`config.mk`:
```
export PLATFORM = sky130hd
export DESIGN_NAME = booth_r4_mul_seq_flat
export DESIGN_NICKNAME = d
export VERILOG_FILES = /design/src/rtl/booth_r4_mul_seq_pkg.sv /design/src/rtl/booth_r4_mul_seq_if.sv /design/src/rtl/booth_r4_mul_seq_recode.sv /design/src/rtl/booth_r4_mul_seq.sv /design/src/flat_wrapper.sv
export SDC_FILE = /design/constraint.sdc
export NUM_CORES = 1
export LEC_CHECK = 0
export CAP_MARGIN = 20
export CORE_MARGIN = 8
export CORE_UTILIZATION = 35
export DETAILED_ROUTE_END_ITERATION = 16
export GPL_TIMING_DRIVEN = 0
export MAX_ROUTING_LAYER = met4
export PLACE_DENSITY = 0.57
export SETUP_SLACK_MARGIN = 0.5
export SLEW_MARGIN = 10
export SYNTH_ARGS = -nofsm -noshare
export SYNTH_HDL_FRONTEND = slang
export SYNTH_HIERARCHICAL = 1
export SYNTH_SLANG_ARGS = --single-unit
export TNS_END_PERCENT = 50
```
`constraint.sdc`:
```
create_clock -name CLK -period 6.8 [get_ports CLK]
set_input_delay 1.36 -clock CLK [delete_from_list [all_inputs] [get_ports CLK]]
set_output_delay 1.36 -clock CLK [all_outputs]
set_load 0.005 [all_outputs]
```
`src/rtl/booth_r4_mul_seq_pkg.sv`:
```
// Shared types and helpers for the sequential radix-4 Booth multiplier.
package booth_pkg;

    localparam int MAX_WIDTH = 128;

    typedef enum logic [1:0] {
        IDLE,
        ACC,
        DONE
    } state_e;

    typedef enum logic [2:0] {
        ZERO,
        P1,
        P2,
        M1,
        M2
    } booth_digit_e;

    function automatic booth_digit_e booth_digit(input logic [2:0] window);
        case (window)
            3'b001, 3'b010: booth_digit = P1;
            3'b011:         booth_digit = P2;
            3'b100:         booth_digit = M2;
            3'b101, 3'b110: booth_digit = M1;
            default:        booth_digit = ZERO;
        endcase
    endfunction

    // Extends a width-bit operand (held zero-extended in value) by filling every bit
    // from position width upward with the operand sign when is_signed is set.
    function automatic logic [MAX_WIDTH+1:0] ext_operand(
        input logic [MAX_WIDTH-1:0] value,
        input int                   width,
        input logic                 is_signed
    );
        logic [MAX_WIDTH+1:0] fill_mask;
        fill_mask   = {(MAX_WIDTH+2){1'b1}} << width;
        ext_operand = {2'b00, value};
        if (is_signed && (((value >> (width - 1)) & MAX_WIDTH'(1)) != '0))
            ext_operand = ext_operand | fill_mask;
    endfunction

endpackage

```
`src/rtl/booth_r4_mul_seq_if.sv`:
```
// Operand/result handshake bundle between the multiplier and the issuing pipeline.
interface booth_r4_mul_seq_if #(
    parameter int WIDTH = 32
);
    logic                 in_valid;
    logic                 in_ready;
    logic [WIDTH-1:0]     a_in;
    logic [WIDTH-1:0]     b_in;
    logic                 a_signed;
    logic                 b_signed;
    logic                 out_valid;
    logic                 out_ready;
    logic [2*WIDTH-1:0]   product;
    logic                 busy;

    modport master (
        output in_valid, a_in, b_in, a_signed, b_signed, out_ready,
        input  in_ready, out_valid, product, busy
    );

    modport slave (
        input  in_valid, a_in, b_in, a_signed, b_signed, out_ready,
        output in_ready, out_valid, product, busy
    );
endinterface

```
`src/rtl/booth_r4_mul_seq_recode.sv`:
```
// Radix-4 Booth recoder: 3-bit multiplier window selects 0, +-A or +-2A,
// returned sign-extended to WIDTH+3 bits.
module booth_r4_recode
    import booth_pkg::*;
#(
    parameter int WIDTH = 32
) (
    input  logic [2:0]       window,
    input  logic [WIDTH+1:0] a_ext,
    output logic [WIDTH+2:0] pp
);

    booth_digit_e     digit;
    logic [WIDTH+2:0] a_sx;

    always_comb begin
        digit = booth_digit(window);
        a_sx  = {a_ext[WIDTH+1], a_ext};
        case (digit)
            P1:      pp = a_sx;
            P2:      pp = a_sx << 1;
            M1:      pp = -a_sx;
            M2:      pp = -(a_sx << 1);
            default: pp = '0;
        endcase
    end

endmodule

```
`src/rtl/booth_r4_mul_seq.sv`:
```
// Sequential radix-4 Booth multiplier: one operation in flight, valid/ready on both
// sides, WIDTH/2+1 recode steps plus one cycle to register the product.
//
// state | meaning
// IDLE  | ready to accept an operation
// ACC   | ITERS recode/add/shift steps, then one cycle loading the product register
// DONE  | product valid and held until out_ready
module booth_r4_mul_seq
    import booth_pkg::*;
#(
    parameter int WIDTH = 32
) (
    input logic               CLK,
    input logic               RST,
    booth_r4_mul_seq_if.slave bus
);

    localparam int ITERS = WIDTH / 2 + 1;
    localparam int CW    = $clog2(ITERS + 1);
    localparam int XW    = WIDTH + 2;
    localparam int HW    = WIDTH + 3;
    localparam int PW    = 2 * HW;

    state_e             state_q, state_d;
    logic [CW-1:0]      cnt_q;
    logic [XW-1:0]      a_q;
    logic [PW-1:0]      p_q;
    logic [2*WIDTH-1:0] product_q;

    logic [XW-1:0]      a_ext, b_ext;
    logic [HW-1:0]      pp, hi_sum;
    logic [PW-1:0]      p_shift;
    logic               accept, last_iter;

    assign a_ext = XW'(ext_operand(MAX_WIDTH'(bus.a_in), WIDTH, bus.a_signed));
    assign b_ext = XW'(ext_operand(MAX_WIDTH'(bus.b_in), WIDTH, bus.b_signed));

    booth_r4_recode #(.WIDTH(WIDTH)) u_recode (
        .window (p_q[2:0]),
        .a_ext  (a_q),
        .pp     (pp)
    );

    // Add into the upper half, then arithmetic shift the whole accumulator by two.
    always_comb begin
        hi_sum  = p_q[PW-1:HW] + pp;
        p_shift = {{2{hi_sum[HW-1]}}, hi_sum, p_q[HW-1:2]};
    end

    assign last_iter = (cnt_q == CW'(ITERS));

    always_ff @(posedge CLK or posedge RST) begin
        if (RST) state_q <= IDLE;
        else     state_q <= state_d;
    end

    always_comb begin
        state_d = state_q;
        accept  = 1'b0;
        case (state_q)
            IDLE: begin
                if (bus.in_valid) begin
                    accept  = 1'b1;
                    state_d = ACC;
                end
            end
            ACC:  if (last_iter) state_d = DONE;
            DONE: if (bus.out_ready) state_d = IDLE;
            default: state_d = IDLE;
        endcase
    end

    always_ff @(posedge CLK or posedge RST) begin
        if (RST) begin
            cnt_q     <= '0;
            a_q       <= '0;
            p_q       <= '0;
            product_q <= '0;
        end else if (accept) begin
            cnt_q <= '0;
            a_q   <= a_ext;
            p_q   <= {{HW{1'b0}}, b_ext, 1'b0};
        end else if (state_q == ACC) begin
            if (last_iter) begin
                product_q <= p_q[2*WIDTH:1];
            end else begin
                p_q   <= p_shift;
                cnt_q <= cnt_q + 1'b1;
            end
        end
    end

    assign bus.in_ready  = (state_q == IDLE);
    assign bus.busy      = (state_q != IDLE);
    assign bus.out_valid = (state_q == DONE);
    assign bus.product   = product_q;

endmodule

```
`src/flat_wrapper.sv`:
```
// flat-port wrapper written by rule: the top's interface ports become plain ports
module booth_r4_mul_seq_flat import booth_pkg::*;
#(
    parameter int WIDTH = 32
)
  (CLK, RST, bus_in_valid, bus_a_in, bus_b_in, bus_a_signed, bus_b_signed, bus_out_ready, bus_in_ready, bus_out_valid, bus_product, bus_busy);
  booth_r4_mul_seq_if #(.WIDTH(WIDTH)) bus_i ();
  input logic CLK;
  input logic RST;
  input wire logic [$bits(bus_i.in_valid)-1:0] bus_in_valid;
  input wire logic [$bits(bus_i.a_in)-1:0] bus_a_in;
  input wire logic [$bits(bus_i.b_in)-1:0] bus_b_in;
  input wire logic [$bits(bus_i.a_signed)-1:0] bus_a_signed;
  input wire logic [$bits(bus_i.b_signed)-1:0] bus_b_signed;
  input wire logic [$bits(bus_i.out_ready)-1:0] bus_out_ready;
  output wire logic [$bits(bus_i.in_ready)-1:0] bus_in_ready;
  output wire logic [$bits(bus_i.out_valid)-1:0] bus_out_valid;
  output wire logic [$bits(bus_i.product)-1:0] bus_product;
  output wire logic [$bits(bus_i.busy)-1:0] bus_busy;
  assign bus_i.in_valid = bus_in_valid;
  assign bus_i.a_in = bus_a_in;
  assign bus_i.b_in = bus_b_in;
  assign bus_i.a_signed = bus_a_signed;
  assign bus_i.b_signed = bus_b_signed;
  assign bus_i.out_ready = bus_out_ready;
  assign bus_in_ready = bus_i.in_ready;
  assign bus_out_valid = bus_i.out_valid;
  assign bus_product = bus_i.product;
  assign bus_busy = bus_i.busy;
  booth_r4_mul_seq #(.WIDTH(WIDTH)) u_core (.CLK(CLK), .RST(RST), .bus(bus_i));
endmodule
```
==> results.yml, run 1 <==
finish:
  regArea_um2: 4300
  nFillCells: 2935
  instances_no_fill: 1707
  multi_input_comb_area_um2: 5760
  syn_to_final_growth_pct: 24.0
  nets: 1411
  final_area_um2: 12900
  drive_gt1_share_pct: 10.2
critical_path:
  crit_fanout: 10
  critical_path_class: "register to register"
  end_kind: "register"
  cp.arrival_ns: 5.62
  cp-start-kind: "register"
  required_ns: 7.10
sta:
  worst_slew_pin_slew_ns: 1.09
  worst_slack_ns: 1.47
  fmax_mhz: 188
  hold_violations: 0
  relSlewSlack_pct: 26.6
  skew_ns: 0.00991
  min_period_over_period_pct: 78.3
  rsz0062_at_grt: "no"
  slew_violations: 0
  fin_crit_ns: 5.33
  setup_viol: 0
placement:
  pre_cts_slack_ns: 1.52
  portBuffers: 136
  placedInstanceArea_um2: 12300
  place_inst: 1674
  place.gp.congestion: 0.927
  hpwl_mm: 24.6
worst_hold_path:
  hp-class: "register to register"
routing:
  routed_wl_mm: 32.7
  via_count: 9275
  drt_pass1_iterations: 6
  via_per_inst: 5.43
  drt_iter0_drc: 657
  post_drt_wl_per_cell_um: 19.1
  ant_nets: 0
  drt_drc_violations_left: 0
synthesis:
  synth.most_common_cell: "nand2_1"
  ys_warn_count: 6
  ys_async_sr_fraction_pct: 100
  syn_nets: 1255
  syn_inst: 1147
  synth_commonest_cells: "219 x nand2_1, 172 x dfrtp_1, 88 x o21ai_0"
  syn_area_um2: 10400
  synth_top_area_share_pct: 41.2
  synth_seq_area_share_pct: 41.2
  syn_area_per_cell_um2: 9.10
  synth.distinct_cells: 78
  ys_ff_latch: 172
  synthTopCellsByArea: "dfrtp_1 41%, nand2_1 7.9%, mux2_2 6.9%"
  synth_flop_cell: "dfrtp_1"
  synth_edf_count: 0
  synth_top_area_cell: "dfrtp_1"
cts:
  cts-root-buf: "clkbuf_16"
  htreeDepth: 4
  cts_inserted_buffers: 17
  tritoncts: "built"
  clock_sinks: 172
  ctsHoldBuffers: 0
  cts_setup_buffers: 0
  cts_resized: 0
  worst_skew_pair.late_latency_ns: 0.44
  cts_buffer_depth: 2
  path_clk_slew_ns: 0.08
grt:
  grt_max_degree: 98
  grt_antenna_before_repair: 1
  grt_overflow_total: 0
  grt_pass1_vias: 9370
  grt_pass1_wl_mm: 52.5
  globalRouteTotalUtil_pct: 18.9
status:
  status: "complete, no violations"
die:
  core-area_um2: 29500
  die_h_um: 189
  ioPinCount: 137
  die_w_um: 189
  initial_utilization_pct: 35.4
  die-area_um2: 35600
  row_count: 63
power:
  power_density_nw_per_um2: 615
  peakVddDrop_uv: 214
  p_leak_nw: 5.59
job:
  drv_cap: 0
==> metal layers <==
metal | global-route usage, % | up-vias | part of all wire (%)
li1 | - | 4442 | -
met1 | 23.6 | 4537 | 44
met2 | 29.0 | 249 | 46
met3 | 5.45 | 47 | 7.1
met4 | 6.43 | 0 | 2.8
met5 | - | - | 0
==> sequential cells by signal (all words and copies together) (netlist names) <==
name	count
u_core/p_q	68
u_core/bus.product	64
u_core/a_q	33
u_core/cnt_q	5
u_core/state_q	2
==> per-stage QoR <==
| step | total power, W | util (%) | setup TNS [ns] | hold WS (ns) |
|---|---|---|---|---|
| after floorplan | 0.00539 | - | 0 | 0.440 |
| after global placement | 0.00689 | 41.7 | -308.19 | 0.458 |
| after detailed placement | 0.00695 | 41.8 | 0 | 0.459 |
| after CTS | 0.00800 | 43.9 | 0 | 0.477 |
| after global routing | 0.00867 | 43.9 | 0 | 0.504 |
| final | 0.00796 | 43.9 | 0 | 0.471 |
==> power breakdown <==
group          leakage [nW]  internal, W  switching, W
combinational          3.13      0.00213       0.00286
sequential             2.17      0.00154      0.000429
clock                 0.295     0.000504      0.000512
==> placed cells by master, fill, tap and decap left out, types with 5 or more instances in the layout <==
master / synthesis / routed
buf_2: 5 / 5
mux2_2: 64 / 64
dfrtp_1: 172 / 172
nand2b_1: 12 / 12
o31ai_1: 11 / 11
nand2_1: 219 / 219
and3_1: 10 / 10
a31oi_1: 11 / 11
nand3_1: 43 / 43
a21o_1: 13 / 13
nand4_1: 11 / 11
o211ai_1: 7 / 7
inv_1: 16 / 15
nor2_1: 43 / 43
clkinv_8: 0 / 6
o21ai_0: 88 / 88
xor2_1: 43 / 43
xnor2_1: 27 / 27
buf_1: 6 / 6
or4_1: 7 / 7
clkdlybuf4s50_1: 0 / 136
o22ai_1: 5 / 5
ha_1: 37 / 37
a22oi_1: 38 / 38
clkbuf_16: 0 / 17
o221ai_1: 12 / 12
and2_1: 7 / 7
nor3_1: 19 / 19
or3_1: 14 / 14
o21a_1: 5 / 5
clkbuf_1: 64 / 64
a21oi_1: 41 / 41
inv_8: 0 / 5
nor4_1: 10 / 10
==> cells by family (layout without fill, tap and decap cells) <==
| family | Yosys count | after routing | share of synthesized area, % |
|---|---|---|---|
| buf+inv | 93 | 262 | 3.55 |
| fa+ha+maj | 38 | 38 | 4.63 |
| compound gates | 281 | 281 | 18.1 |
| xor+xnor | 70 | 70 | 5.87 |
| flops | 172 | 172 | 41.2 |
| other cells | 0 | 1 | 0 |
| simple gates | 426 | 426 | 19.4 |
| mux | 67 | 67 | 7.19 |
==> worst paths after layout <==
path	start	end	slack (ns)	cells after the start
setup / recovery	u_core/a_q[0]$_DFFE_PP0P_	u_core/p_q[68]$_DFFE_PP0P_	1.47	17
hold / removal	u_core/a_q[2]$_DFFE_PP0P_	u_core/a_q[2]$_DFFE_PP0P_	0.47	2
setup reg to reg	u_core/a_q[0]$_DFFE_PP0P_	u_core/p_q[68]$_DFFE_PP0P_	1.47	17
hold reg to reg	u_core/a_q[2]$_DFFE_PP0P_	u_core/a_q[2]$_DFFE_PP0P_	0.47	2
max in group asynchronous	RST	u_core/a_q[19]$_DFFE_PP0P_	4.54	3
min in group asynchronous	RST	u_core/bus.product[26]$_DFFE_PP0P_	1.37	2
==> critical path, cell delays in order (launching register included) <==
cell,delay [ns]
dfrtp_1,0.43
inv_1,0.10
ha_1,0.25
nor4b_1,0.90
nand3_1,0.25
clkbuf_1,0.33
o41ai_1,0.40
xor2_1,0.18
o221ai_1,0.21
ha_1,0.44
nand2_1,0.06
o21ai_0,0.24
a31oi_1,0.20
o32a_1,0.46
a21oi_2,0.22
o221ai_1,0.17
xnor2_1,0.22
o21ai_0,0.10
==> final cells by class <==
type / instances / area share, %
diodes: 1 / 0.0193
plain buffers: 77 / 2.40
clock buffers: 17 / 3.29
clock inverters: 15 / 1.49
inverters: 16 / 0.522
multi-input cells: 882 / 44.5
flip-flops and latches: 172 / 33.3
well taps: 390 / 3.77
repair buffers: 137 / 10.7
Note: power is estimated with default switching activity, not from simulation.
==> run 2, diff against run 1 <==
==> constraint.sdc (replaced) <==
create_clock -name CLK -period 4.9 [get_ports CLK]
set_input_delay 0.98 -clock CLK [delete_from_list [all_inputs] [get_ports CLK]]
set_output_delay 0.98 -clock CLK [all_outputs]
set_load 0.005 [all_outputs]
==> run 2 against run 1 <==
Effect of this change: via count is 1.9% higher; clock-buffer cell count stayed put; die area stayed put; cell area is 7.3% higher.
==> results.yml, run 2 (synthesis results as in run 1) <==
critical_path:
  worst-path-buf-inv: 4
  cp-start-kind: "register"
  crit_fanout: 7
  crit_slowest_cell: "or4b_4"
  crit_chain: "inv_1 > ha_2 > or4b_4 > buf_4 > nor3_4 > buf_4 > a21boi_0 > xnor2_1 > o221ai_1 > ha_2 > clkbuf_2 > nand3_4 > nor3_4 > o2111ai_4 > a21oi_2 > o221ai_1 > xnor2_1 > o21ai_0"
  r2r_cells: 18
  end_kind: "register"
  path_depth: 18
  critical_path_class: "register to register"
  cp.arrival_ns: 4.68
  cp_slowest_stage_delay_ns: 0.49
  required_ns: 5.21
  critical-path-top-delay-family: "simple AND/OR/NAND/NOR gates"
routing:
  via_per_inst: 5.42
  drt_iter0_drc: 700
  ant_nets: 0
  via_count: 9454
  post_drt_wl_per_cell_um: 19.3
  drt_pass1_iterations: 5
  routed_wl_mm: 33.7
  drt_drc_violations_left: 0
sta:
  worst_slack_ns: 0.526
  slew_violations: 0
  hold_violations: 0
  skew_ns: 0.0187
  relSlewSlack_pct: 45.1
  fmax_mhz: 229
  setup_viol: 0
  min_period_over_period_pct: 89.3
  worst_slew_pin_slew_ns: 0.824
  rsz0062_at_grt: "yes"
  fin_crit_ns: 4.37
die:
  core-area_um2: 29500
  initial_utilization_pct: 35.4
  ioPinCount: 137
  row_count: 63
  die_h_um: 189
  die_w_um: 189
  die-area_um2: 35600
finish:
  syn_to_final_growth_pct: 33.0
  largest_register_ffs: 68
  diodes: 0
  final_util_pct: 47.1
  nFillCells: 2866
  layout_commonest_cell: "nand2_1"
  regArea_um2: 4310
  final_cell_mix: "219 x nand2_1, 171 x dfrtp_1, 136 x clkdlybuf4s50_1, 77 x o21ai_0, 64 x mux2_2"
  multi_input_comb_area_um2: 6300
  max_flop_register: "u_core/p_q"
  drive_gt1_share_pct: 19.8
  nets: 1450
cts:
  cts_buffer_depth: 2
  cts_inserted_buffers: 17
  htreeDepth: 4
  cts-root-buf: "clkbuf_16"
  tritoncts: "built"
  worst_skew_pair.late_latency_ns: 0.45
  ctsHoldBuffers: 0
  path_clk_slew_ns: 0.09
  clock_sinks: 172
placement:
  place.gp.congestion: 0.926
  hpwl_mm: 24.9
  pre_cts_slack_ns: -0.206
  portBuffers: 136
grt:
  grt_antenna_before_repair: 0
  globalRouteTotalUtil_pct: 19.0
  grt_pass1_vias: 9385
  grt_overflow_total: 0
  grt_pass1_wl_mm: 52.9
  grt_max_degree: 37
job:
  drv_cap: 0
power:
  peakVddDrop_uv: 366
  p_leak_nw: 5.99
  power_density_nw_per_um2: 882
worst_hold_path:
  hp-class: "register to register"
  min_delay_path_depth: 2
status:
  status: "complete, no violations"
==> run 2: stage by stage <==
step	instances	total power, W	setup TNS, ns	hold slack, ns	cell area [µm²]
after detailed placement	1678	0.00962	-0.904	0.458	12400
final	1745	0.0122	0	0.474	13900
after floorplan	1147	0.00747	0	0.440	10400
after CTS	1719	0.0115	0	0.477	13300
after global placement	1673	0.00956	-1.92	0.457	12300
after global routing	1745	0.0132	0	0.499	13900
==> run 2: routing by layer <==
layer  vias up  GRT usage (%)  wire (µm)
li1       4514              -          -
met3        33           4.73       2010
met2       225           29.7      16100
met5         -              -          0
met4         0           5.35        641
met1      4682           24.2      15000
==> run 2: power by group <==
group	total (W)	internal [W]	switching [W]
clock	0.00147	0.000716	0.000754
combinational	0.00803	0.00359	0.00444
sequential	0.00274	0.00213	0.000613
==> run 2: final cells by class <==
type,count,share of cell area (%)
timing repair buffer,176,12.4
inverter,16,0.460
sequential,172,31.0
tap,390,3.52
clock inverter,15,1.62
buffer,77,2.56
clock buffer,17,3.06
multi-input combinational,882,45.4
==> run 2: what timing repair did <==
item	4_1_cts	5_1_grt
cloned	0	0
pin swaps	13	36
endpoints found under the setup margin	23	15
buffers inserted	9	26
resized for setup	58	85
==> run 2: path summary, 6_finish.rpt <==
| check | end | slack, ns | startpoint |
|---|---|---|---|
| hold / removal | u_core/a_q[4]$_DFFE_PP0P_ | 0.47 | u_core/a_q[4]$_DFFE_PP0P_ |
| max in group asynchronous | u_core/a_q[20]$_DFFE_PP0P_ | 3.06 | RST |
| setup / recovery | u_core/p_q[68]$_DFFE_PP0P_ | 0.53 | u_core/a_q[0]$_DFFE_PP0P_ |
| setup reg to reg | u_core/p_q[68]$_DFFE_PP0P_ | 0.53 | u_core/a_q[0]$_DFFE_PP0P_ |
| min in group asynchronous | u_core/bus.product[25]$_DFFE_PP0P_ | 0.87 | RST |
| hold reg to reg | u_core/a_q[4]$_DFFE_PP0P_ | 0.47 | u_core/a_q[4]$_DFFE_PP0P_ |
==> run 2: worst min-delay path: cells and delay by family (launching register included) <==
family	cells	cell delay [ns]
and+or+nand+nor	2	0.10
DFF	1	0.34
